[config.mk]
export PLATFORM = sky130hd
export DESIGN_NAME = axi_master_flat
export DESIGN_NICKNAME = d
export VERILOG_FILES = /design/src/rtl/axi_master_pkg.sv /design/src/rtl/axi_master_if.sv /design/src/rtl/axi_master_timeout_ctr.sv /design/src/rtl/axi_master.sv /design/src/flat_wrapper.sv
export SDC_FILE = /design/constraint.sdc
export NUM_CORES = 1
export LEC_CHECK = 0
export ABC_AREA = 0
export ABC_CLOCK_PERIOD_IN_PS = 1550
export CAP_MARGIN = 40
export CORE_MARGIN = 2
export CORE_UTILIZATION = 41
export DETAILED_ROUTE_END_ITERATION = 7
export GPL_ROUTABILITY_DRIVEN = 0
export PLACE_DENSITY = 0.78
export SYNTH_ARGS = -nofsm -noshare
export SYNTH_HDL_FRONTEND = slang
export SYNTH_SLANG_ARGS = --single-unit
export TNS_END_PERCENT = 1
[constraint.sdc]
create_clock -name clk -period 1.55 [get_ports clk]
set_input_delay 0.2325 -clock clk [delete_from_list [all_inputs] [get_ports clk]]
set_output_delay 0.2325 -clock clk [all_outputs]
set_load 0.05 [all_outputs]
[src/rtl/axi_master_pkg.sv]
// Shared types and default widths for the AXI-Lite master slice.
package axi_lite_pkg;
  localparam int AXI_ADDR_W         = 4;
  localparam int AXI_DATA_W         = 8;
  localparam int AXI_TIMEOUT_CYCLES = 16;

  typedef enum logic [1:0] {RD_IDLE, RD_ADDR, RD_DATA} rd_state_t;
  typedef enum logic [1:0] {WR_IDLE, WR_REQ, WR_RESP} wr_state_t;
endpackage

[src/rtl/axi_master_if.sv]
// AR/R and AW/W/B channel bundle between axi_master and axi_slave.
interface axi_master_if #(
  parameter int ADDR_W = 4,
  parameter int DATA_W = 8
) ();
  logic [ADDR_W-1:0] read_address;
  logic              AR_VALID;
  logic              AR_READY;
  logic [DATA_W-1:0] data_read;
  logic              R_VALID;
  logic              R_READY;
  logic [ADDR_W-1:0] write_address;
  logic              AW_VALID;
  logic              AW_READY;
  logic [DATA_W-1:0] data_write;
  logic              W_VALID;
  logic              W_READY;
  logic              B_VALID;
  logic              B_READY;

  modport master (
    output read_address, AR_VALID, R_READY,
    output write_address, AW_VALID, data_write, W_VALID, B_READY,
    input  AR_READY, data_read, R_VALID, AW_READY, W_READY, B_VALID
  );

  modport slave (
    input  read_address, AR_VALID, R_READY,
    input  write_address, AW_VALID, data_write, W_VALID, B_READY,
    output AR_READY, data_read, R_VALID, AW_READY, W_READY, B_VALID
  );
endinterface

[src/rtl/axi_master_timeout_ctr.sv]
// Stall counter for one FSM: restarts on every state change, flags when
// TIMEOUT_CYCLES cycles have elapsed in a wait state with no progress.
module axi_timeout_ctr #(
  parameter int TIMEOUT_CYCLES = 16
) (
  input  logic clk,
  input  logic rst,
  input  logic clr,
  input  logic busy,
  output logic expired
);
  localparam int            CW   = $clog2(TIMEOUT_CYCLES + 1);
  localparam logic [CW-1:0] LAST = CW'(TIMEOUT_CYCLES - 1);

  logic [CW-1:0] cnt_q, cnt_d;

  // Count cycles spent in the current wait state; saturate at the limit.
  always_comb begin
    cnt_d = cnt_q;
    if (clr || !busy)      cnt_d = '0;
    else if (cnt_q != LAST) cnt_d = cnt_q + CW'(1);
  end

  // Counter register.
  always_ff @(posedge clk) begin
    if (!rst) cnt_q <= '0;
    else      cnt_q <= cnt_d;
  end

  assign expired = busy && (cnt_q == LAST);
endmodule

[src/rtl/axi_master.sv]
// AXI-Lite style master: independent read (AR/R) and write (AW/W/B) FSMs.
// Optional stall abort enabled by defining AXI_MASTER_TIMEOUT_EN.
module axi_master
  import axi_lite_pkg::*;
#(
  parameter int ADDR_W         = AXI_ADDR_W,
  parameter int DATA_W         = AXI_DATA_W,
  parameter int TIMEOUT_CYCLES = AXI_TIMEOUT_CYCLES
) (
  input  logic              clk,
  input  logic              rst,
  input  logic              read,
  input  logic              write,
  input  logic [ADDR_W-1:0] address_to_read,
  input  logic [ADDR_W-1:0] address_to_write,
  input  logic [DATA_W-1:0] data_to_write,
  output logic [DATA_W-1:0] data_being_read,
  output logic              timeout_err,
  axi_master_if.master      bus
);
  rd_state_t         rd_state_q, rd_state_d;
  logic [ADDR_W-1:0] read_address_q, read_address_d;
  logic              ar_valid_q, ar_valid_d;
  logic              r_ready_q, r_ready_d;
  logic [DATA_W-1:0] rdata_q, rdata_d;

  wr_state_t         wr_state_q, wr_state_d;
  logic [ADDR_W-1:0] write_address_q, write_address_d;
  logic [DATA_W-1:0] wdata_q, wdata_d;
  logic              aw_valid_q, aw_valid_d;
  logic              w_valid_q, w_valid_d;
  logic              b_ready_q, b_ready_d;

  logic              timeout_err_q, timeout_err_d;
  logic              rd_abort, wr_abort;
  logic              rd_expired, wr_expired;
  logic              aw_fire, w_fire;

`ifdef AXI_MASTER_TIMEOUT_EN
  axi_timeout_ctr #(.TIMEOUT_CYCLES(TIMEOUT_CYCLES)) u_rd_ctr (
    .clk(clk), .rst(rst), .clr(rd_state_d != rd_state_q),
    .busy(rd_state_q != RD_IDLE), .expired(rd_expired)
  );
  axi_timeout_ctr #(.TIMEOUT_CYCLES(TIMEOUT_CYCLES)) u_wr_ctr (
    .clk(clk), .rst(rst), .clr(wr_state_d != wr_state_q),
    .busy(wr_state_q != WR_IDLE), .expired(wr_expired)
  );
`else
  logic unused_timeout_cfg;
  assign unused_timeout_cfg = (TIMEOUT_CYCLES > 0);
  assign rd_expired = 1'b0;
  assign wr_expired = 1'b0;
`endif

  // Read FSM next state: AR issue, then wait for R beat.
  always_comb begin
    rd_state_d     = rd_state_q;
    read_address_d = read_address_q;
    ar_valid_d     = ar_valid_q;
    r_ready_d      = r_ready_q;
    rdata_d        = rdata_q;
    rd_abort       = 1'b0;
    case (rd_state_q)
      RD_IDLE: if (read) begin
        read_address_d = address_to_read;
        ar_valid_d     = 1'b1;
        rd_state_d     = RD_ADDR;
      end
      RD_ADDR: if (ar_valid_q && bus.AR_READY) begin
        ar_valid_d = 1'b0;
        r_ready_d  = 1'b1;
        rd_state_d = RD_DATA;
      end else if (rd_expired) begin
        ar_valid_d = 1'b0;
        rd_abort   = 1'b1;
        rd_state_d = RD_IDLE;
      end
      RD_DATA: if (r_ready_q && bus.R_VALID) begin
        rdata_d    = bus.data_read;
        r_ready_d  = 1'b0;
        rd_state_d = RD_IDLE;
      end else if (rd_expired) begin
        r_ready_d  = 1'b0;
        rd_abort   = 1'b1;
        rd_state_d = RD_IDLE;
      end
      default: rd_state_d = RD_IDLE;
    endcase
  end

  assign aw_fire = aw_valid_q && bus.AW_READY;
  assign w_fire  = w_valid_q && bus.W_READY;

  // Write FSM next state: AW and W retire independently, then collect B.
  always_comb begin
    wr_state_d      = wr_state_q;
    write_address_d = write_address_q;
    wdata_d         = wdata_q;
    aw_valid_d      = aw_valid_q;
    w_valid_d       = w_valid_q;
    b_ready_d       = b_ready_q;
    wr_abort        = 1'b0;
    case (wr_state_q)
      WR_IDLE: if (write) begin
        write_address_d = address_to_write;
        wdata_d         = data_to_write;
        aw_valid_d      = 1'b1;
        w_valid_d       = 1'b1;
        wr_state_d      = WR_REQ;
      end
      WR_REQ: begin
        if (aw_fire) aw_valid_d = 1'b0;
        if (w_fire)  w_valid_d  = 1'b0;
        if ((!aw_valid_q || aw_fire) && (!w_valid_q || w_fire)) begin
          b_ready_d  = 1'b1;
          wr_state_d = WR_RESP;
        end else if (wr_expired) begin
          aw_valid_d = 1'b0;
          w_valid_d  = 1'b0;
          wr_abort   = 1'b1;
          wr_state_d = WR_IDLE;
        end
      end
      WR_RESP: if (b_ready_q && bus.B_VALID) begin
        b_ready_d  = 1'b0;
        wr_state_d = WR_IDLE;
      end else if (wr_expired) begin
        b_ready_d  = 1'b0;
        wr_abort   = 1'b1;
        wr_state_d = WR_IDLE;
      end
      default: wr_state_d = WR_IDLE;
    endcase
  end

  assign timeout_err_d = rd_abort || wr_abort;

  // State and registered outputs for both FSMs.
  always_ff @(posedge clk) begin
    if (!rst) begin
      rd_state_q      <= RD_IDLE;
      read_address_q  <= '0;
      ar_valid_q      <= 1'b0;
      r_ready_q       <= 1'b0;
      rdata_q         <= '0;
      wr_state_q      <= WR_IDLE;
      write_address_q <= '0;
      wdata_q         <= '0;
      aw_valid_q      <= 1'b0;
      w_valid_q       <= 1'b0;
      b_ready_q       <= 1'b0;
      timeout_err_q   <= 1'b0;
    end else begin
      rd_state_q      <= rd_state_d;
      read_address_q  <= read_address_d;
      ar_valid_q      <= ar_valid_d;
      r_ready_q       <= r_ready_d;
      rdata_q         <= rdata_d;
      wr_state_q      <= wr_state_d;
      write_address_q <= write_address_d;
      wdata_q         <= wdata_d;
      aw_valid_q      <= aw_valid_d;
      w_valid_q       <= w_valid_d;
      b_ready_q       <= b_ready_d;
      timeout_err_q   <= timeout_err_d;
    end
  end

  assign bus.read_address  = read_address_q;
  assign bus.AR_VALID      = ar_valid_q;
  assign bus.R_READY       = r_ready_q;
  assign bus.write_address = write_address_q;
  assign bus.AW_VALID      = aw_valid_q;
  assign bus.data_write    = wdata_q;
  assign bus.W_VALID       = w_valid_q;
  assign bus.B_READY       = b_ready_q;
  assign data_being_read   = rdata_q;
  assign timeout_err       = timeout_err_q;
endmodule

[src/flat_wrapper.sv]
// flat-port wrapper written by rule: the top's interface ports become plain ports
module axi_master_flat import axi_lite_pkg::*;
#(
  parameter int ADDR_W         = AXI_ADDR_W,
  parameter int DATA_W         = AXI_DATA_W,
  parameter int TIMEOUT_CYCLES = AXI_TIMEOUT_CYCLES
)
  (clk, rst, read, write, address_to_read, address_to_write, data_to_write, data_being_read, timeout_err, bus_read_address, bus_AR_VALID, bus_R_READY, bus_write_address, bus_AW_VALID, bus_data_write, bus_W_VALID, bus_B_READY, bus_AR_READY, bus_data_read, bus_R_VALID, bus_AW_READY, bus_W_READY, bus_B_VALID);
  axi_master_if #(.ADDR_W(ADDR_W), .DATA_W(DATA_W)) bus_i ();
  input  logic clk;
  input  logic rst;
  input  logic read;
  input  logic write;
  input  logic [ADDR_W-1:0] address_to_read;
  input  logic [ADDR_W-1:0] address_to_write;
  input  logic [DATA_W-1:0] data_to_write;
  output logic [DATA_W-1:0] data_being_read;
  output logic timeout_err;
  output wire logic [$bits(bus_i.read_address)-1:0] bus_read_address;
  output wire logic [$bits(bus_i.AR_VALID)-1:0] bus_AR_VALID;
  output wire logic [$bits(bus_i.R_READY)-1:0] bus_R_READY;
  output wire logic [$bits(bus_i.write_address)-1:0] bus_write_address;
  output wire logic [$bits(bus_i.AW_VALID)-1:0] bus_AW_VALID;
  output wire logic [$bits(bus_i.data_write)-1:0] bus_data_write;
  output wire logic [$bits(bus_i.W_VALID)-1:0] bus_W_VALID;
  output wire logic [$bits(bus_i.B_READY)-1:0] bus_B_READY;
  input wire logic [$bits(bus_i.AR_READY)-1:0] bus_AR_READY;
  input wire logic [$bits(bus_i.data_read)-1:0] bus_data_read;
  input wire logic [$bits(bus_i.R_VALID)-1:0] bus_R_VALID;
  input wire logic [$bits(bus_i.AW_READY)-1:0] bus_AW_READY;
  input wire logic [$bits(bus_i.W_READY)-1:0] bus_W_READY;
  input wire logic [$bits(bus_i.B_VALID)-1:0] bus_B_VALID;
  assign bus_read_address = bus_i.read_address;
  assign bus_AR_VALID = bus_i.AR_VALID;
  assign bus_R_READY = bus_i.R_READY;
  assign bus_write_address = bus_i.write_address;
  assign bus_AW_VALID = bus_i.AW_VALID;
  assign bus_data_write = bus_i.data_write;
  assign bus_W_VALID = bus_i.W_VALID;
  assign bus_B_READY = bus_i.B_READY;
  assign bus_i.AR_READY = bus_AR_READY;
  assign bus_i.data_read = bus_data_read;
  assign bus_i.R_VALID = bus_R_VALID;
  assign bus_i.AW_READY = bus_AW_READY;
  assign bus_i.W_READY = bus_W_READY;
  assign bus_i.B_VALID = bus_B_VALID;
  axi_master #(.ADDR_W(ADDR_W), .DATA_W(DATA_W), .TIMEOUT_CYCLES(TIMEOUT_CYCLES)) u_core (.clk(clk), .rst(rst), .read(read), .write(write), .address_to_read(address_to_read), .address_to_write(address_to_write), .data_to_write(data_to_write), .data_being_read(data_being_read), .timeout_err(timeout_err), .bus(bus_i));
endmodule
==> results.py <==
metrics = {
    "timing": {
        "rsz0062_at_grt": "true",
        "fin_crit_ns": 1.440,
        "finalHoldViolations": 0,
        "fin_crit_sh_pct": 92.91,
        "report.final.slew_viol_count": 0,
        "finalClockSkew_ns": 0.007128,
        "fmax_mhz": 694.4,
        "finalSetupViolCount": 0,
        "holdWs_ns": 0.4794,
    },
    "clock_network": {
        "post_cts_resized": 0,
        "cts_setup_buffers": 0,
        "cts_buffers": 5,
        "clk_latency_ns": 0.31,
        "path_clk_slew_ns": 0.09,
        "cts_buffer_depth": 2,
        "cts-root-buf": "clkbuf_4",
        "cts_hold_buf": 0,
        "numClockSinks": 33,
        "htreeDepth": 2,
        "cts_tree": "built",
    },
    "routing": {
        "vias": 1211,
        "drc": 0,
        "routedWlPerCell_um": 12.92,
        "first_iter_violations": 30,
        "drtPass1Iterations": 4,
        "via_per_inst": 4.694,
        "ant_nets": 0,
        "wl_um": 3334,
    },
    "pwr": {
        "total_leakage_power_nw": 0.9355,
        "power-per-cell-area_nw_per_um2": 1226,
        "ir_drop_v": 0.0006183,
        "p_total_mw": 2.610,
    },
    "critical_path": {
        "cp_data_required_time_ns": 1.80,
        "worst-path-buf-inv": 2,
        "max_stage_delay_ns": 0.37,
        "startpoint_type": "register",
        "endpoint_kind": "register",
        "rrSetupSlack_ns": 0.11,
        "crit_chain": "inv_1, buf_4, ha_1, a221oi_2, mux2i_1",
        "crit_family": "flip-flops",
        "crit_fanout": 3,
        "criticalPathCategory": "reg -> reg",
        "crit_arrival_ns": 1.69,
        "cp_slowest_cell": "dfxtp_1",
    },
    "cells_and_area": {
        "final_layout_size_suffix_gt1_share_pct": 22.64,
        "fin_util_pct": 63.32,
        "seqCellArea_um2": 660.6,
        "layout_commonest_cell": "buf_4",
        "syn2layout_area_growth_pct": 46.72,
        "nFillCells": 316,
        "final_cell_mix": "buf_4 (34), dfxtp_1 (33), clkdlybuf4s50_1 (32)",
        "instances_no_fill": 258,
        "multi_input_area_um2": 720.7,
        "final_area_um2": 2130,
        "diodes": 0,
        "nNetsFinal": 249,
    },
    "global_route": {
        "grt.overflow.total": 0,
        "grt_pass1_vias": 1284,
        "grt_usage_pct": 17.07,
        "grt_max_degree": 17,
        "antenna_found_initial": 0,
        "grt_pass1_wl_um": 5464,
    },
    "logic_synthesis": {
        "yosys.cell_types.count": 30,
        "synth_top_area_share_pct": 45.52,
        "synthTopCellsByArea": "dfxtp_1 (46%), mux2i_1 (15%), nor2b_1 (9.1%), ha_1 (4.3%), a21boi_0 (4.1%)",
        "syn_inst": 143,
        "synth-seq-area-share_pct": 45.52,
        "ys_ff_latch": 33,
        "syn-num-nets": 181,
        "syn_area_per_cell_um2": 10.15,
        "netlist_area_um2": 1451,
        "ys_warn_count": 0,
        "synth_top_area_cell": "dfxtp_1",
    },
    "die": {
        "initial_core_util_pct": 43.15,
        "row_count": 21,
        "dieHeight_um": 63.50,
        "dieArea_um2": 4032,
        "io_pins": 63,
        "coreArea_um2": 3363,
        "die_w_um": 63.50,
    },
    "min_path": {
        "hold_path_class": "reg -> reg",
    },
    "placed_design": {
        "port_buffers": 61,
        "dp.final_hpwl_um": 2687,
        "place_area_um2": 2081,
        "placed_cells": 250,
    },
    "flow_run": {
        "cap_violations": 0,
    },
    "run_status": {
        "status": "complete, no violations",
    },
}
[worst paths after layout]
check,start,cells past startpoint,to
hold reg to reg,u_core.bus.read_address[0],2,u_core.bus.read_address[0]
setup reg to reg,u_core.rd_state_q[1],5,u_core.rd_state_q[0]
hold / removal,u_core.bus.read_address[0],2,u_core.bus.read_address[0]
setup / recovery,u_core.rd_state_q[1],5,u_core.rd_state_q[0]
[state kept, by name, indices dropped and copies added (netlist names)]
| signal | cells |
|---|---|
| u_core.bus.data_write | 8 |
| u_core.data_being_read | 8 |
| u_core.bus.read_address | 4 |
| u_core.bus.write_address | 4 |
| u_core.rd_state_q | 2 |
| u_core.wr_state_q | 2 |
| u_core.bus.AR_VALID | 1 |
| u_core.bus.AW_VALID | 1 |
| u_core.bus.B_READY | 1 |
| u_core.bus.R_READY | 1 |
| u_core.bus.W_VALID | 1 |
[cells in the mapped netlist (all sizes together)]
cell,number
a21boi,8
a21oi,1
a221oi,1
a311oi,1
a31o,1
a31oi,2
a32oi,1
and2b,1
and4bb,1
buf,3
clkbuf,4
conb,1
dfxtp,33
ha,5
inv,7
mux2i,22
nand2,13
nand2b,2
nand3,5
nand3b,1
nand4,1
nor2b,21
nor3b,1
o211ai,1
o21ai,5
or2,1
[per-layer routing]
| layer | up-vias | routed length (um) | share of wire, % | global-route usage, % |
|---|---|---|---|---|
| met5 | - | 0 | 0 | 0 |
| met4 | 0 | 61 | 1.8 | 7.609 |
| met3 | 6 | 210 | 6.3 | 6.250 |
| met2 | 35 | 1752 | 53 | 31.05 |
| met1 | 549 | 1309 | 39 | 17.24 |
| li1 | 621 | - | - | - |
[metrics by stage]
stage          worst slack [ns]  setup TNS (ns)
2_1_floorplan            0.1176               0
3_3_place_gp        -0.00003275     -0.00003275
3_5_place_dp           -0.05852        -0.08288
4_1_cts                 0.04554               0
5_1_grt               -0.003638       -0.003638
6_report                 0.1099               0
[power breakdown]
group	internal, mW	switching, mW
Clock	0.181	0.257
Combinational	0.499	0.613
Sequential	0.958	0.102
Total	1.64	0.973
[final cells by class]
class                      instances  share of cell area, %
tap                               46                  2.703
timing repair buffer              68                  28.91
inverter                           7                  1.234
clock buffer                       8                  2.291
sequential                        33                  31.02
multi-input combinational         96                  33.84
[worst reg2reg max path, cell delays in order (launching register included)]
cell      delay [ns]
dfxtp_1         0.37
inv_1           0.07
buf_4           0.15
ha_1            0.20
a221oi_2        0.36
mux2i_1         0.23
[cells by family after synthesis]
family                   Yosys count  synth area share, %
adder cells (fa/ha/maj)            5                4.310
AO/OA/AOI/OAI                     21                10.43
other                              1               0.2584
multiplexers                      22                15.17
buffers and inverters             14                4.827
flip-flops                        33                45.52
AND/OR/NAND/NOR                   47                19.48
(Power assumes the default switching activity.)
